==> config.mk <==
export PLATFORM = sky130hd
export DESIGN_NAME = pdp_mem_arbiter_flat
export DESIGN_NICKNAME = d
export VERILOG_FILES = /design/src/rtl/pdp_mem_arbiter_if.sv /design/src/rtl/pdp_mem_arbiter.sv /design/src/flat_wrapper.sv
export SDC_FILE = /design/constraint.sdc
export NUM_CORES = 1
export LEC_CHECK = 0
export ABC_AREA = 1
export CORE_MARGIN = 4
export CORE_UTILIZATION = 43
export DETAILED_ROUTE_END_ITERATION = 8
export GPL_TIMING_DRIVEN = 0
export HOLD_SLACK_MARGIN = 0.1
export PLACE_DENSITY = 0.87
export RECOVER_POWER = 25
export SYNTH_ARGS = -nofsm -noshare
export SYNTH_HDL_FRONTEND = slang
export SYNTH_SLANG_ARGS = --single-unit
==> constraint.sdc <==
create_clock -name clk -period 1.92 [get_ports clk]
set_clock_uncertainty 0.05 [all_clocks]
set_input_delay 0.384 -clock clk [delete_from_list [all_inputs] [get_ports clk]]
set_output_delay 0.384 -clock clk [all_outputs]
set_load 0.05 [all_outputs]
==> src/rtl/pdp_mem_arbiter_if.sv <==
// Requester and memory-side bus of the PDP8 memory-port arbiter.
// The master modport is the requesters and the memory; the slave modport is the arbiter.
interface pdp_mem_arbiter_if #(
  parameter int ADDR_WIDTH = 12,
  parameter int DATA_WIDTH = 12
);
  logic                  ifu_rd_req;
  logic [ADDR_WIDTH-1:0] ifu_rd_addr;
  logic                  ifu_rd_gnt;
  logic                  ifu_rd_valid;
  logic [DATA_WIDTH-1:0] ifu_rd_data;

  logic                  exec_rd_req;
  logic [ADDR_WIDTH-1:0] exec_rd_addr;
  logic                  exec_rd_gnt;
  logic                  exec_rd_valid;
  logic [DATA_WIDTH-1:0] exec_rd_data;

  logic                  exec_wr_req;
  logic [ADDR_WIDTH-1:0] exec_wr_addr;
  logic [DATA_WIDTH-1:0] exec_wr_data;
  logic                  exec_wr_gnt;

  logic                  mem_req;
  logic                  mem_we;
  logic [ADDR_WIDTH-1:0] mem_addr;
  logic [DATA_WIDTH-1:0] mem_wdata;
  logic [DATA_WIDTH-1:0] mem_rdata;

  logic                  busy;

  modport master (
    output ifu_rd_req, ifu_rd_addr, exec_rd_req, exec_rd_addr,
           exec_wr_req, exec_wr_addr, exec_wr_data, mem_rdata,
    input  ifu_rd_gnt, ifu_rd_valid, ifu_rd_data,
           exec_rd_gnt, exec_rd_valid, exec_rd_data, exec_wr_gnt,
           mem_req, mem_we, mem_addr, mem_wdata, busy
  );

  modport slave (
    input  ifu_rd_req, ifu_rd_addr, exec_rd_req, exec_rd_addr,
           exec_wr_req, exec_wr_addr, exec_wr_data, mem_rdata,
    output ifu_rd_gnt, ifu_rd_valid, ifu_rd_data,
           exec_rd_gnt, exec_rd_valid, exec_rd_data, exec_wr_gnt,
           mem_req, mem_we, mem_addr, mem_wdata, busy
  );
endinterface

==> src/rtl/pdp_mem_arbiter.sv <==
// PDP8 single memory-port arbiter: exec write > exec read > IFU read, with IFU aging.
// Optional grant/conflict counters are enabled by defining PDP_ARB_PERF_CNT_EN.
module pdp_mem_arbiter #(
  parameter int ADDR_WIDTH = 12,
  parameter int DATA_WIDTH = 12,
  parameter int RD_LATENCY = 1,
  parameter int MAX_WAIT   = 8
) (
  input  logic clk,
  input  logic reset,
`ifdef PDP_ARB_PERF_CNT_EN
  output logic [31:0] ifu_gnt_cnt,
  output logic [31:0] exec_rd_gnt_cnt,
  output logic [31:0] exec_wr_gnt_cnt,
  output logic [31:0] conflict_cnt,
`endif
  pdp_mem_arbiter_if.slave bus
);

  localparam int LAT_W  = $clog2(RD_LATENCY + 1);
  localparam int WAIT_W = $clog2(MAX_WAIT + 1);

  localparam logic [1:0] ST_IDLE    = 2'd0;
  localparam logic [1:0] ST_ISSUE   = 2'd1;
  localparam logic [1:0] ST_WAIT_RD = 2'd2;

  localparam logic [1:0] ID_IFU  = 2'd0;
  localparam logic [1:0] ID_EXRD = 2'd1;
  localparam logic [1:0] ID_EXWR = 2'd2;

  logic [1:0]            state_r;
  logic [1:0]            state_nxt_s;
  logic [1:0]            id_r;
  logic [LAT_W-1:0]      lat_cnt_r;
  logic [WAIT_W-1:0]     wait_cnt_r;

  logic                  starve_s;
  logic                  win_valid_s;
  logic [1:0]            win_id_s;
  logic [ADDR_WIDTH-1:0] win_addr_s;
  logic                  rd_done_s;

  // Winner selection for the current IDLE cycle; aging overrides fixed priority.
  always_comb begin
    starve_s    = bus.ifu_rd_req && (wait_cnt_r >= WAIT_W'(MAX_WAIT));
    win_valid_s = 1'b1;
    win_id_s    = ID_IFU;
    win_addr_s  = bus.ifu_rd_addr;
    if (starve_s) begin
      win_id_s   = ID_IFU;
      win_addr_s = bus.ifu_rd_addr;
    end else if (bus.exec_wr_req) begin
      win_id_s   = ID_EXWR;
      win_addr_s = bus.exec_wr_addr;
    end else if (bus.exec_rd_req) begin
      win_id_s   = ID_EXRD;
      win_addr_s = bus.exec_rd_addr;
    end else if (bus.ifu_rd_req) begin
      win_id_s   = ID_IFU;
      win_addr_s = bus.ifu_rd_addr;
    end else begin
      win_valid_s = 1'b0;
    end
  end

  // Next-state decode.
  always_comb begin
    rd_done_s   = (state_r == ST_WAIT_RD) && (lat_cnt_r == LAT_W'(1));
    state_nxt_s = ST_IDLE;
    case (state_r)
      ST_IDLE: begin
        if (win_valid_s) state_nxt_s = ST_ISSUE;
        else             state_nxt_s = ST_IDLE;
      end
      ST_ISSUE: begin
        if (id_r == ID_EXWR) state_nxt_s = ST_IDLE;
        else                 state_nxt_s = ST_WAIT_RD;
      end
      ST_WAIT_RD: begin
        if (rd_done_s) state_nxt_s = ST_IDLE;
        else           state_nxt_s = ST_WAIT_RD;
      end
      default: state_nxt_s = ST_IDLE;
    endcase
  end

  // State, memory strobe, grant/valid pulses and the held read-data registers.
  always_ff @(posedge clk) begin
    if (reset) begin
      state_r           <= ST_IDLE;
      id_r              <= ID_IFU;
      lat_cnt_r         <= {LAT_W{1'b0}};
      wait_cnt_r        <= {WAIT_W{1'b0}};
      bus.busy          <= 1'b0;
      bus.mem_req       <= 1'b0;
      bus.mem_we        <= 1'b0;
      bus.mem_addr      <= {ADDR_WIDTH{1'b0}};
      bus.mem_wdata     <= {DATA_WIDTH{1'b0}};
      bus.ifu_rd_gnt    <= 1'b0;
      bus.exec_rd_gnt   <= 1'b0;
      bus.exec_wr_gnt   <= 1'b0;
      bus.ifu_rd_valid  <= 1'b0;
      bus.exec_rd_valid <= 1'b0;
      bus.ifu_rd_data   <= {DATA_WIDTH{1'b0}};
      bus.exec_rd_data  <= {DATA_WIDTH{1'b0}};
    end else begin
      state_r           <= state_nxt_s;
      bus.busy          <= (state_nxt_s != ST_IDLE);
      bus.mem_req       <= 1'b0;
      bus.ifu_rd_gnt    <= 1'b0;
      bus.exec_rd_gnt   <= 1'b0;
      bus.exec_wr_gnt   <= 1'b0;
      bus.ifu_rd_valid  <= 1'b0;
      bus.exec_rd_valid <= 1'b0;
      case (state_r)
        ST_IDLE: begin
          if (win_valid_s) begin
            id_r            <= win_id_s;
            bus.mem_req     <= 1'b1;
            bus.mem_we      <= (win_id_s == ID_EXWR);
            bus.mem_addr    <= win_addr_s;
            bus.ifu_rd_gnt  <= (win_id_s == ID_IFU);
            bus.exec_rd_gnt <= (win_id_s == ID_EXRD);
            bus.exec_wr_gnt <= (win_id_s == ID_EXWR);
            if (win_id_s == ID_EXWR) bus.mem_wdata <= bus.exec_wr_data;
          end
          // Aging: only counts IDLE cycles where the IFU is waiting and loses.
          if (!bus.ifu_rd_req || (win_id_s == ID_IFU)) begin
            wait_cnt_r <= {WAIT_W{1'b0}};
          end else if (wait_cnt_r < WAIT_W'(MAX_WAIT)) begin
            wait_cnt_r <= wait_cnt_r + WAIT_W'(1);
          end
        end
        ST_ISSUE: begin
          lat_cnt_r <= LAT_W'(RD_LATENCY);
        end
        ST_WAIT_RD: begin
          lat_cnt_r <= lat_cnt_r - LAT_W'(1);
          if (rd_done_s) begin
            if (id_r == ID_IFU) begin
              bus.ifu_rd_data  <= bus.mem_rdata;
              bus.ifu_rd_valid <= 1'b1;
            end else begin
              bus.exec_rd_data  <= bus.mem_rdata;
              bus.exec_rd_valid <= 1'b1;
            end
          end
        end
        default: begin
          lat_cnt_r <= {LAT_W{1'b0}};
        end
      endcase
    end
  end

`ifdef PDP_ARB_PERF_CNT_EN
  logic [1:0] req_cnt_s;

  // Number of requests present this cycle.
  always_comb begin
    req_cnt_s = {1'b0, bus.ifu_rd_req} + {1'b0, bus.exec_rd_req} + {1'b0, bus.exec_wr_req};
  end

  // Grant and IDLE-conflict counters.
  always_ff @(posedge clk) begin
    if (reset) begin
      ifu_gnt_cnt     <= 32'd0;
      exec_rd_gnt_cnt <= 32'd0;
      exec_wr_gnt_cnt <= 32'd0;
      conflict_cnt    <= 32'd0;
    end else begin
      if (bus.ifu_rd_gnt)  ifu_gnt_cnt     <= ifu_gnt_cnt + 32'd1;
      if (bus.exec_rd_gnt) exec_rd_gnt_cnt <= exec_rd_gnt_cnt + 32'd1;
      if (bus.exec_wr_gnt) exec_wr_gnt_cnt <= exec_wr_gnt_cnt + 32'd1;
      if ((state_r == ST_IDLE) && (req_cnt_s >= 2'd2)) conflict_cnt <= conflict_cnt + 32'd1;
    end
  end
`endif

endmodule
==> src/flat_wrapper.sv <==
// flat-port wrapper written by rule: the top's interface ports become plain ports
module pdp_mem_arbiter_flat 
#(
  parameter int ADDR_WIDTH = 12,
  parameter int DATA_WIDTH = 12,
  parameter int RD_LATENCY = 1,
  parameter int MAX_WAIT   = 8
)
  (clk, reset, bus_ifu_rd_req, bus_ifu_rd_addr, bus_exec_rd_req, bus_exec_rd_addr, bus_exec_wr_req, bus_exec_wr_addr, bus_exec_wr_data, bus_mem_rdata, bus_ifu_rd_gnt, bus_ifu_rd_valid, bus_ifu_rd_data, bus_exec_rd_gnt, bus_exec_rd_valid, bus_exec_rd_data, bus_exec_wr_gnt, bus_mem_req, bus_mem_we, bus_mem_addr, bus_mem_wdata, bus_busy);
  pdp_mem_arbiter_if #(.ADDR_WIDTH(ADDR_WIDTH), .DATA_WIDTH(DATA_WIDTH)) bus_i ();
  input  logic clk;
  input  logic reset;
  input wire logic [$bits(bus_i.ifu_rd_req)-1:0] bus_ifu_rd_req;
  input wire logic [$bits(bus_i.ifu_rd_addr)-1:0] bus_ifu_rd_addr;
  input wire logic [$bits(bus_i.exec_rd_req)-1:0] bus_exec_rd_req;
  input wire logic [$bits(bus_i.exec_rd_addr)-1:0] bus_exec_rd_addr;
  input wire logic [$bits(bus_i.exec_wr_req)-1:0] bus_exec_wr_req;
  input wire logic [$bits(bus_i.exec_wr_addr)-1:0] bus_exec_wr_addr;
  input wire logic [$bits(bus_i.exec_wr_data)-1:0] bus_exec_wr_data;
  input wire logic [$bits(bus_i.mem_rdata)-1:0] bus_mem_rdata;
  output wire logic [$bits(bus_i.ifu_rd_gnt)-1:0] bus_ifu_rd_gnt;
  output wire logic [$bits(bus_i.ifu_rd_valid)-1:0] bus_ifu_rd_valid;
  output wire logic [$bits(bus_i.ifu_rd_data)-1:0] bus_ifu_rd_data;
  output wire logic [$bits(bus_i.exec_rd_gnt)-1:0] bus_exec_rd_gnt;
  output wire logic [$bits(bus_i.exec_rd_valid)-1:0] bus_exec_rd_valid;
  output wire logic [$bits(bus_i.exec_rd_data)-1:0] bus_exec_rd_data;
  output wire logic [$bits(bus_i.exec_wr_gnt)-1:0] bus_exec_wr_gnt;
  output wire logic [$bits(bus_i.mem_req)-1:0] bus_mem_req;
  output wire logic [$bits(bus_i.mem_we)-1:0] bus_mem_we;
  output wire logic [$bits(bus_i.mem_addr)-1:0] bus_mem_addr;
  output wire logic [$bits(bus_i.mem_wdata)-1:0] bus_mem_wdata;
  output wire logic [$bits(bus_i.busy)-1:0] bus_busy;
  assign bus_i.ifu_rd_req = bus_ifu_rd_req;
  assign bus_i.ifu_rd_addr = bus_ifu_rd_addr;
  assign bus_i.exec_rd_req = bus_exec_rd_req;
  assign bus_i.exec_rd_addr = bus_exec_rd_addr;
  assign bus_i.exec_wr_req = bus_exec_wr_req;
  assign bus_i.exec_wr_addr = bus_exec_wr_addr;
  assign bus_i.exec_wr_data = bus_exec_wr_data;
  assign bus_i.mem_rdata = bus_mem_rdata;
  assign bus_ifu_rd_gnt = bus_i.ifu_rd_gnt;
  assign bus_ifu_rd_valid = bus_i.ifu_rd_valid;
  assign bus_ifu_rd_data = bus_i.ifu_rd_data;
  assign bus_exec_rd_gnt = bus_i.exec_rd_gnt;
  assign bus_exec_rd_valid = bus_i.exec_rd_valid;
  assign bus_exec_rd_data = bus_i.exec_rd_data;
  assign bus_exec_wr_gnt = bus_i.exec_wr_gnt;
  assign bus_mem_req = bus_i.mem_req;
  assign bus_mem_we = bus_i.mem_we;
  assign bus_mem_addr = bus_i.mem_addr;
  assign bus_mem_wdata = bus_i.mem_wdata;
  assign bus_busy = bus_i.busy;
  pdp_mem_arbiter #(.ADDR_WIDTH(ADDR_WIDTH), .DATA_WIDTH(DATA_WIDTH), .RD_LATENCY(RD_LATENCY), .MAX_WAIT(MAX_WAIT)) u_core (.clk(clk), .reset(reset), .bus(bus_i));
endmodule
==> results of run 1 <==
## timing repair
item,in CTS,in global routing
resized for setup,46,7
pin swaps,0,0
endpoints found under the setup margin,46,7
## per-stage QoR
| step | power, W | hold slack, ns |
|---|---|---|
| finish | 0.004118 | 0.2867 |
| global route | 0.004319 | 0.2736 |
| CTS | 0.004165 | 0.2698 |
| detailed placement | 0.002815 | 0.4090 |
| global placement | 0.002791 | 0.4066 |
| floorplan | 0.002346 | 0.4023 |
## cell type report
type	count	share of cell area (%)
plain buffers	20	2.549
clock buffers	10	2.954
well taps	77	2.230
inverters	35	3.041
multi-input cells	301	31.22
flip-flops and latches	65	30.12
clock inverters	6	2.664
repair buffers	119	25.22
## cell usage after synthesis, drive strengths merged
| library cell | count | area share, % |
|---|---|---|
| nand3 | 18 | 3.1 |
| o21bai | 1 | 0.26 |
| clkbuf | 8 | 1.4 |
| o21ai | 40 | 6.9 |
| ha | 6 | 2.6 |
| buf | 12 | 2.5 |
| inv | 35 | 4.5 |
| dfxtp | 65 | 45 |
| nand3b | 2 | 0.52 |
| nor2 | 134 | 18 |
| nand2 | 82 | 11 |
| a21oi | 7 | 1.2 |
| a21boi | 11 | 3.4 |
## where the power goes
group | leakage, nW | switching (W) | internal [W]
registers | 0.532 | 0.0000678 | 0.00148
logic | 1.52 | 0.000775 | 0.000389
clock network | 0.117 | 0.000534 | 0.000869
## sequential cells by signal, summed over array words and instances, names as in the netlist, 2 cells and up
name,count
u_core.bus.ifu_rd_data,12
u_core.wait_cnt_r,4
u_core.bus.mem_wdata,12
u_core.bus.mem_addr,12
u_core.state_r,2
u_core.bus.exec_rd_data,12
u_core.id_r,2
## cell families after synthesis
kind of cell / count (synthesis) / synth area share (%)
simple gates: 236 / 32.27
flops: 65 / 44.98
compound gates: 59 / 11.76
buf+inv: 55 / 8.391
fa+ha+maj: 6 / 2.595
## worst paths after layout
path	from	to
max	u_core.bus.exec_rd_valid	bus_exec_rd_valid
min reg2reg	u_core.bus.mem_we	u_core.bus.mem_we
min	reset	u_core.bus.mem_we
max reg2reg	u_core.state_r[0]	u_core.bus.mem_addr[9]
## layer usage
metal	share of wire, %	GRT usage, %
met1	40	22.91
met2	51	38.02
met3	4.7	5.593
met4	3.8	9.184
met5	0	0
==> flow_metrics.tcl, run 1 <==
set metrics [dict create \
    yosysUniqueCellTypes 21 \
    dr.first_iter.drc_count 194 \
    grtUsageTotal_pct 21.01 \
    ant_nets 0 \
    post_drt_wl_per_cell_um 13.73 \
    min_path_type "input pin to register" \
    stdcell_count 633 \
    slew_headroom_pct 57.43 \
    status "finished clean" \
    drt_wl_total_um 8693 \
    final_util_pct 66.89 \
    firstDrtPassIters 5 \
    start_util_pct 44.79 \
    finalCritPeriodShare_pct 97.93 \
    cts_sinks 65 \
    grt_first_pass_wirelength_um 14010 \
    antenna_found_initial 0 \
    worstMarginPinSlew_ns 0.6413 \
    grt_pass1_vias 3062 \
    cp_slowest_cell "clkdlybuf4s50_1" \
    critPathTopFamily "buffers and inverters" \
    setup_ws_ns 0.03974 \
    worst-path-stages 1 \
    hold_path_depth 2 \
    syn-cell-area_um2 2893 \
    synthCells 421 \
    cap_violations 0 \
    synth_nets 492 \
    ir_drop_mv 0.7493 \
    hpwlAfterDp_um 6600 \
    diodes 0 \
    avgSynthCellArea_um2 6.871 \
    grt_max_degree 13 \
    clk_pin_slew_worst_paths_ns 0.07 \
    nFillCells 573 \
    reg2reg_depth 8 \
    place_congestion 0.8883 \
    multi_input_area_um2 1349 \
    cts_max_level 3 \
    hold_viol 0 \
    cts_hold_buf 0 \
    viasPerCell 4.894 \
    max_freq_mhz 531.8 \
    core_um2 6459 \
    dpl_cell_area_um2 4180 \
    reg2reg_slack_ns 0.21 \
    portBuffers 119 \
    final-setup-viol-count 0 \
    dieArea_um2 8104 \
    finalInstanceArea_um2 4320 \
    worstPathArrival_ns 1.45 \
    worstPathCellList "clkdlybuf4s50_1" \
    cts.path.max_buffers 2 \
    final.setup.tns_ns 0 \
    synth-seq-area-share_pct 44.98 \
    dpl.cell_count 617 \
    die_h_um 90.02 \
    start_kind "register" \
    ioPinCount 121 \
    die_w_um 90.02 \
    cts_tree "yes" \
    fin_crit_ns 1.880 \
    rsz0062_at_grt "false" \
    max_stage_delay_ns 0.79 \
    layout_common_cells "nor2_1, nand2_1, clkdlybuf4s50_1, dfxtp_1, dlygate4sd2_1" \
    cts-root-buf "clkbuf_8" \
    layout.area.seq_um2 1301 \
    clk_latency_ns 0.34 \
    layout-drive-gt1-share_pct 6.835 \
    drc 0 \
    required_ns 1.49 \
    ys_ff_latch 65 \
    critPathCaptureType "primary output" \
    critical_path_class "register to primary output" \
    post-cts-setup-buffers 0 \
    nNetsFinal 622 \
    final_common_cell "nor2_1" \
    ys.warnings.count 0 \
    slew_viol_final 0 \
    cts_made_buffers 9 \
    area_delta_synth_final_pct 49.35 \
    grt_overflow 0 \
    crit_buf_inv 1 \
    vias 3098 \
    powerDensity_nw_per_um2 953.1 \
    row_count 29 \
    pre_cts_ws_ns -0.08506 \
    crit_fanout 1 \
    power_leakage_nw 2.166 \
]
Note: power is estimated with default switching activity, not from simulation.
==> run 2, diff against run 1 <==
- PLACE_DENSITY: 0.87 -> default
- PLACE_DENSITY_LB_ADDON: default -> 0.05
==> run 2 against run 1 <==
Count of clock-buffer cells in the layout fell by 1. First-iteration DRC count down 36%. Clock power fell by 14%. Via count fell by 2.7%. Largest power group unchanged. Final cell count is the same. Combinational power barely moved. Critical endpoint is now bus_mem_req. Register-to-register slack is essentially flat.
==> flow_metrics.tcl, run 2 (same netlist as run 1, synthesis figures left out) <==
set metrics [dict create \
    max_freq_mhz 524.9 \
    worstPathCellList "clkdlybuf4s50_1" \
    worstPathArrival_ns 1.47 \
    cts.path.max_buffers 2 \
    final_common_cell "nor2_1" \
    grt_overflow 0 \
    firstDrtPassIters 4 \
    fin_crit_ns 1.905 \
    start_kind "register" \
    cap_violations 0 \
    diodes 0 \
    antenna_found_initial 0 \
    hold_path_depth 2 \
    cts_max_level 3 \
    viasPerCell 4.763 \
    vias 3015 \
    cts_tree "yes" \
    reg2reg_slack_ns 0.20 \
    clk_latency_ns 0.33 \
    power_leakage_nw 2.118 \
    critPathCaptureType "primary output" \
    row_count 29 \
    place_congestion 0.7996 \
    max_stage_delay_ns 0.82 \
    grt_max_degree 14 \
    critical_path_class "register to primary output" \
    ant_nets 0 \
    layout-drive-gt1-share_pct 6.655 \
    status "finished clean" \
    min_path_type "input pin to register" \
    powerDensity_nw_per_um2 917.1 \
    start_util_pct 44.79 \
    cts_made_buffers 9 \
    crit_fanout 1 \
    cts-root-buf "clkbuf_8" \
    cts_sinks 65 \
    dieArea_um2 8104 \
    drt_wl_total_um 8376 \
    grt_pass1_vias 2879 \
    rsz0062_at_grt "false" \
    required_ns 1.49 \
    hold_viol 0 \
    nNetsFinal 622 \
    crit_start "u_core.bus.mem_req" \
    portBuffers 119 \
    critPathTopFamily "buffers and inverters" \
    nFillCells 616 \
    slew_headroom_pct 57.82 \
    reg2reg_depth 8 \
    grt_first_pass_wirelength_um 13770 \
    final_util_pct 65.65 \
    r2r-end "u_core.bus.mem_wdata[8]" \
    hpwlAfterDp_um 6155 \
    worst-path-stages 1 \
    r2r-start "u_core.state_r[0]" \
    crit_buf_inv 1 \
    area_delta_synth_final_pct 46.58 \
    core_um2 6459 \
    cp_slowest_cell "clkdlybuf4s50_1" \
    whs_ns 0.2986 \
    clk_pin_slew_worst_paths_ns 0.09 \
    grtUsageTotal_pct 20.65 \
    die_w_um 90.02 \
    post_drt_wl_per_cell_um 13.23 \
    layout_common_cells "nor2_1, nand2_1, dfxtp_1" \
    slew_viol_final 0 \
    cts_hold_buf 0 \
    ioPinCount 121 \
    die_h_um 90.02 \
    dr.first_iter.drc_count 124 \
    finalCritPeriodShare_pct 99.22 \
    ir_drop_mv 0.5140 \
    post-cts-setup-buffers 0 \
    crit_end "bus_mem_req" \
    drc 0 \
    worstMarginPinSlew_ns 0.6354 \
    final-setup-viol-count 0 \
]
run 2: changes by cell type in the layout (fill, tap and decap cells not counted):
| cell | previous run | this run |
|---|---|---|
| clkbuf_1 | 16 | 22 |
| bufinv_16 | 3 | 1 |
| dlygate4sd2_1 | 46 | 41 |
| clkinv_4 | 1 | 3 |
| clkinv_2 | 0 | 1 |
| clkinvlp_4 | 1 | 0 |
| inv_6 | 1 | 2 |
| nor2_4 | 2 | 1 |
| clkdlybuf4s50_1 | 65 | 64 |
| nor2_1 | 132 | 133 |
| buf_2 | 8 | 7 |
run 2: metrics by stage:
stage / instance area [um^2] / setup TNS, ns / setup WS, ns / std cells / power, W
2_1_floorplan: 2893 / 0 / 0.4581 / 421 / 0.002346
3_3_place_gp: 4180 / -0.3715 / -0.06408 / 617 / 0.002795
3_5_place_dp: 4180 / -0.5876 / -0.09468 / 617 / 0.002818
4_1_cts: 4332 / 0 / 0.002447 / 633 / 0.003949
5_1_grt: 4240 / 0 / 0.006447 / 633 / 0.004080
6_report: 4240 / 0 / 0.01496 / 633 / 0.003889
run 2: metal layers:
| metal | vias to the layer above | GRT usage (%) | wire [um] |
|---|---|---|---|
| li1 | 1564 | - | - |
| met1 | 1351 | 25.86 | 3714 |
| met2 | 86 | 35.03 | 4067 |
| met3 | 14 | 4.341 | 450 |
| met4 | 0 | 7.398 | 144 |
| met5 | - | 0 | 0 |
run 2: area by class of cell:
type,instances,area (um^2),share of cell area (%)
Multi-Input combinational cell,301,1341,31.63
Sequential cell,65,1301,30.69
Timing Repair Buffer,119,1059,24.96
Inverter,35,131.4,3.098
Clock buffer,9,123.9,2.921
Buffer,20,108.9,2.567
Tap cell,77,96.34,2.272
Clock inverter,7,78.83,1.859
run 2: repair_timing:
action / in CTS / in global routing
gates cloned: 0 / 0
hold endpoints to repair: 0 / 0
gates resized for setup: 41 / 13
setup endpoints to repair: 41 / 13
pin swaps: 0 / 0
run 2: how the worst min path moves through the flow:
stage / startpoint / end / slack (ns)
floorplan: u_core.id_r[1] / u_core.id_r[1] / 0.40
global placement: u_core.bus.mem_we / u_core.bus.mem_we / 0.40
detailed placement: u_core.bus.mem_we / u_core.bus.mem_we / 0.41
CTS: reset / u_core.bus.ifu_rd_valid / 0.29
global route: reset / u_core.id_r[1] / 0.31
finish: reset / u_core.bus.ifu_rd_valid / 0.30
run 2: power by group:
group          internal (W)  switching [W]  total, W
sequential          0.00148      0.0000648   0.00155
combinational      0.000375       0.000767   0.00114
clock              0.000613       0.000587   0.00120
total               0.00247        0.00142   0.00389
